--- config.mk ---
export PLATFORM = sky130hd
export DESIGN_NAME = l5_result_uart_tx
export DESIGN_NICKNAME = d
export VERILOG_FILES = /design/src/rtl/l5_result_uart_tx.sv
export SDC_FILE = /design/constraint.sdc
export NUM_CORES = 1
export LEC_CHECK = 0
export CAP_MARGIN = 20
export CORE_ASPECT_RATIO = 1.5
export CORE_MARGIN = 2
export CORE_UTILIZATION = 55
export CTS_CLUSTER_DIAMETER = 200
export DETAILED_ROUTE_END_ITERATION = 16
export DONT_BUFFER_PORTS = 1
export HOLD_SLACK_MARGIN = 0.15
export MAX_ROUTING_LAYER = met4
export PLACE_DENSITY = 0.79
export SLEW_MARGIN = 20
export SYNTH_ARGS = -nofsm -noshare
export SYNTH_HDL_FRONTEND = slang
export SYNTH_SLANG_ARGS = --single-unit
--- constraint.sdc ---
create_clock -name clk -period 1.7 [get_ports clk]
set_input_delay 0.34 -clock clk [delete_from_list [all_inputs] [get_ports clk]]
set_output_delay 0.34 -clock clk [all_outputs]
set_load 0.01 [all_outputs]
--- src/rtl/l5_result_uart_tx.sv ---
// Result UART transmitter: sends the class index as an ASCII digit followed by CR LF (8N1, LSB first),
// then pulses tx_done so the upstream layer can release its result.
module l5_result_uart_tx #(
   parameter int BAUD_DIV = 434
) (
   input  logic       clk,
   input  logic       rst,
   input  logic       rd,
   input  logic [7:0] din,
   output logic       tx,
   output logic       busy,
   output logic       tx_done
);

   localparam int W = (BAUD_DIV > 1) ? $clog2(BAUD_DIV) : 1;
   localparam logic [W-1:0] BAUD_LAST = W'(BAUD_DIV - 1);

   localparam logic [2:0] S_IDLE  = 3'd0;
   localparam logic [2:0] S_START = 3'd1;
   localparam logic [2:0] S_DATA  = 3'd2;
   localparam logic [2:0] S_STOP  = 3'd3;
   localparam logic [2:0] S_DONE  = 3'd4;

   logic [2:0]   r_state;
   logic         r_rd_q;
   logic [3:0]   r_idx;
   logic [W-1:0] r_baud_cnt;
   logic [2:0]   r_bit_cnt;
   logic [1:0]   r_byte_idx;
   logic         r_tx;
   logic         r_tx_done;

   logic         w_trigger;
   logic         w_bit_end;
   logic [7:0]   w_byte0;
   logic [7:0]   w_cur_byte;
   logic         w_unused_din;

   assign w_trigger    = (r_state == S_IDLE) && rd && !r_rd_q;
   assign w_bit_end    = (r_baud_cnt == BAUD_LAST);
   assign w_byte0      = (r_idx <= 4'd9) ? {4'h3, r_idx} : 8'h3F;
   assign w_unused_din = ^din[7:4];

   always_comb begin
      w_cur_byte = w_byte0;
      case (r_byte_idx)
         2'd1:    w_cur_byte = 8'h0D;
         2'd2:    w_cur_byte = 8'h0A;
         default: w_cur_byte = w_byte0;
      endcase
   end

   // NOTE: all state updates use non-blocking assignments so every register samples pre-edge values.
   always_ff @(posedge clk) begin
      if (rst) begin
         r_state    <= S_IDLE;
         r_rd_q     <= 1'b0;
         r_idx      <= 4'd0;
         r_baud_cnt <= '0;
         r_bit_cnt  <= 3'd0;
         r_byte_idx <= 2'd0;
         r_tx       <= 1'b1;
         r_tx_done  <= 1'b0;
      end else begin
         r_rd_q <= rd;
         // tx only ever changes on a bit boundary, so the line is glitch-free
         case (r_state)
            S_IDLE: begin
               r_tx      <= 1'b1;
               r_tx_done <= 1'b0;
               if (w_trigger) begin
                  r_idx      <= din[3:0];
                  r_baud_cnt <= '0;
                  r_byte_idx <= 2'd0;
                  r_tx       <= 1'b0;
                  r_state    <= S_START;
               end
            end
            S_START: begin
               if (w_bit_end) begin
                  r_baud_cnt <= '0;
                  r_bit_cnt  <= 3'd0;
                  r_tx       <= w_cur_byte[0];
                  r_state    <= S_DATA;
               end else begin
                  r_baud_cnt <= r_baud_cnt + W'(1);
               end
            end
            S_DATA: begin
               if (w_bit_end) begin
                  r_baud_cnt <= '0;
                  if (r_bit_cnt == 3'd7) begin
                     r_tx    <= 1'b1;
                     r_state <= S_STOP;
                  end else begin
                     r_bit_cnt <= r_bit_cnt + 3'd1;
                     r_tx      <= w_cur_byte[r_bit_cnt + 3'd1];
                  end
               end else begin
                  r_baud_cnt <= r_baud_cnt + W'(1);
               end
            end
            S_STOP: begin
               if (w_bit_end) begin
                  r_baud_cnt <= '0;
                  if (r_byte_idx < 2'd2) begin
                     r_byte_idx <= r_byte_idx + 2'd1;
                     r_tx       <= 1'b0;
                     r_state    <= S_START;
                  end else begin
                     r_tx      <= 1'b1;
                     r_tx_done <= 1'b1;
                     r_state   <= S_DONE;
                  end
               end else begin
                  r_baud_cnt <= r_baud_cnt + W'(1);
               end
            end
            S_DONE: begin
               r_tx      <= 1'b1;
               r_tx_done <= 1'b0;
               r_state   <= S_IDLE;
            end
            default: begin
               r_tx      <= 1'b1;
               r_tx_done <= 1'b0;
               r_state   <= S_IDLE;
            end
         endcase
      end
   end

   assign tx      = r_tx;
   assign busy    = (r_state != S_IDLE);
   assign tx_done = r_tx_done;

endmodule

==> impl_metrics.env <==
export IMPL_outcome="finished with violations"
export IMPL_violations="setup timing"
export IMPL_drv_cap=0
export IMPL_grt_overflow=0
export IMPL_synth_top_area_cell="dfxtp_1"
export IMPL_final_antenna_net_count=0
export IMPL_synth_warnings=0
export IMPL_drtIter0Drc=36
export IMPL_hold_class="input port to flop"
export IMPL_synth_cells=155
export IMPL_cpPeakStageDelay_ns=0.36
export IMPL_synth_compound_area_share_pct=26.2
export IMPL_grt_first_pass_wirelength_mm=5.76
export IMPL_netlist_area_leader_share_pct=35.3
export IMPL_syn_area_mm2=0.00136
export IMPL_synth_edff_count=0
export IMPL_yosys_area_share_xor_xnor_pct=0.643
export IMPL_synth_area_top_cells="dfxtp_1 (35%), ha_1 (5.5%), a21oi_1 (4.0%)"
export IMPL_wl_mm=3.43
export IMPL_clk_pin_slew_ns=0.13
export IMPL_synth_mux_area_share_pct=2.94
export IMPL_routabilityCongestion=0.828
export IMPL_nets=199
export IMPL_cpLargestDelayFamily="compound AO/OA/AOI/OAI gates"
export IMPL_ir_drop_v=0.000578
export IMPL_crit_fanout=6
export IMPL_drive_above_1_share_pct=37.2
export IMPL_holdWs_ns=0.0632
export IMPL_syn2layout_area_growth_pct=27.0
export IMPL_synth_seq_area_share_pct=35.3
export IMPL_met2_usage_pct=43.5
export IMPL_hold_viol=0
export IMPL_cts_buffers=3
export IMPL_design_area_mm2=0.00173
export IMPL_clkSinkCount=24
export IMPL_utilization_pct=72.3
export IMPL_wl_per_cell_um=16.8
export IMPL_grt_max_degree=25
export IMPL_fillers=180
export IMPL_n_antenna_cell=0
export IMPL_num_io_pins=14
export IMPL_synth_fp_nets=172
export IMPL_ys_flop_type="dfxtp_1"
export IMPL_io_buffers=0
export IMPL_grt_pass1_vias=1278
export IMPL_fmax_mhz=586
export IMPL_period_needed_ns=1.71
export IMPL_ctsHoldBuffers=1
export IMPL_drt_pass1_iter_count=4
export IMPL_dpl_instance_area_mm2=0.00152
export IMPL_setup_slack_ns=-0.00738
export IMPL_crit_buf_inv=2
export IMPL_synth_distinct_cells=44
export IMPL_finalClockSkew_ns=0.00330
export IMPL_synth_adder_area_share_pct=5.51
export IMPL_met1_usage_pct=31.0
export IMPL_die_area_mm2=0.00290
export IMPL_maxSlewViolCount=0
export IMPL_synthArstFlopShare_pct=0
export IMPL_ys_seq_elements=24
export IMPL_rows=22
export IMPL_cp_startpoint="r_baud_cnt[1]"
export IMPL_rsz0062_at_grt="true"
export IMPL_period_share_pct=100
export IMPL_critPathCaptureType="flop"
export IMPL_synth_common_cells="dfxtp_1 (24), nand2_1 (12), a21oi_1 (11), nor2_1 (11), o21ai_0 (8)"
export IMPL_worstPathRequired_ns=1.94
export IMPL_core_mm2=0.00239
export IMPL_crit_arrival_ns=1.94
export IMPL_start_util_pct=56.9
export IMPL_hpwl_mm=2.27
export IMPL_cts_root_buf="clkbuf_4"
export IMPL_busiest_layer="met2"
export IMPL_yosys_area_share_simple_pct=22.1
export IMPL_die_w_um=44.6
export IMPL_synth_avg_cell_area_um2=8.79
export IMPL_synth_most_common_cell="dfxtp_1"
export IMPL_synth_top_family_by_area="compound AO/OA/AOI/OAI gates"
export IMPL_power_uw=1020
export IMPL_cp_cell_sequence="inv_2 -> ha_4 -> and4b_2 -> a211oi_4 -> buf_6 -> a41oi_1 -> a311oi_1"
export IMPL_crit_path_top_delay_cell="dfxtp_2"
export IMPL_setup_worst_path_start_class="flop"
export IMPL_finalSetupViolCount=1
export IMPL_grtUsageTotal_pct=27.2
export IMPL_grt_antenna_before_repair=0
export IMPL_max_slew_margin_pct=60.8
export IMPL_hp_start="rst"
export IMPL_power_density_mw_per_mm2=588
export IMPL_grtUsageMet3_pct=3.34
export IMPL_critPathKind="flop to flop"
export IMPL_r2r_start="r_baud_cnt[1]"
export IMPL_worst_pin_slew_ns=0.586
export IMPL_h_tree_depth=1
export IMPL_p_leak_uw=0.000667
export IMPL_drcViolationCount=0
export IMPL_route_vias_total=1275
export IMPL_clk_latency_ns=0.32
export IMPL_clk_path_buf_depth=2
export IMPL_cts_tree="built"
export IMPL_die_h_um=65.0
export IMPL_avgViaCountPerCell=6.25
-- path summary, 6_finish.rpt --
kind | endpoint | slack, ns | cells past startpoint
max reg2reg | r_baud_cnt[4] | -0.007 | 7
min reg2reg | r_bit_cnt[1] | 0.47 | 2
max | r_baud_cnt[4] | -0.007 | 7
min | r_bit_cnt[0] | 0.06 | 1
-- cell type report --
cell class,count,area (µm²),area share [%]
clock buffer,3,22.5,1.30
inverter,6,22.5,1.30
multi-input combinational,115,908,52.5
sequential,24,485,28.1
tap,24,30.0,1.74
timing repair buffer,32,262,15.1
-- worst register-to-register path, cell delays in order (launching register included) --
cell	delay, ns
dfxtp_2	0.36
inv_2	0.05
ha_4	0.14
and4b_2	0.27
a211oi_4	0.29
buf_6	0.17
a41oi_1	0.13
a311oi_1	0.22
-- per-layer routing --
metal / vias to the layer above / routed length [µm]
li1: 629 / -
met4: 0 / 99
met1: 598 / 1320
met2: 39 / 1850
met5: - / 0
met3: 9 / 170
-- timing repair --
action / 4_1_cts / 5_1_grt
pin swaps: 13 / 10
cloned: 1 / 0
endpoints found under the hold margin: 24 / 23
endpoints found under the setup margin: 14 / 13
setup buffers: 5 / 0
resized for setup: 25 / 11
-- layout by cell type, fill, tap and decap left out, types with 2 or more instances in the layout --
master	Yosys	routed
a41oi_1	3	2
nor3_1	4	4
a211o_1	2	2
dfxtp_2	0	4
a21oi_1	11	7
buf_4	0	26
ha_2	0	2
mux2i_1	4	4
a211oi_1	5	5
a21oi_2	1	5
nand2_1	12	11
a311oi_1	6	4
ha_4	0	2
and3_1	3	3
inv_1	6	5
ha_1	6	2
nor2b_1	5	5
o21ai_0	8	7
o211a_1	2	2
nand3_1	6	6
nor2_1	11	11
or2_2	3	3
buf_6	3	5
dfxtp_1	24	20
clkbuf_4	0	3
o211ai_1	2	2
a311oi_2	0	2
-- metrics by stage --
stage	instances	setup TNS (ns)	setup slack, ns
after detailed placement	195	-1.03	-0.128
after CTS	205	-0.0143	-0.00718
after global placement	195	-0.171	-0.0416
after floorplan	155	0	0.00739
final	204	-0.00738	-0.00738
after global routing	204	-0.585	-0.109
-- state kept, by name (all words and copies together) (netlist names) --
name	flops
r_baud_cnt	9
r_bit_cnt	3
r_byte_idx	2
r_idx	4
r_rd_q	1
r_state	3
tx	1
tx_done	1
-- cell families (layout without fill, tap and decap cells) --
group	Yosys count	in the layout
buffers and inverters	16	41
muxes	4	4
and+or+nand+nor	56	56
adders and majority gates	6	6
DFF	24	24
AOI/OAI and AO/OA	48	48
xor gates and xnor gates	1	1
-- power by group --
| part | internal [µW] | leakage, µW | switching [µW] |
|---|---|---|---|
| sequential | 579 | 0.000197 | 19.4 |
| clock | 83.1 | 0.0000138 | 172 |
| combinational | 85.3 | 0.000456 | 78.9 |
(Power assumes the default switching activity.)
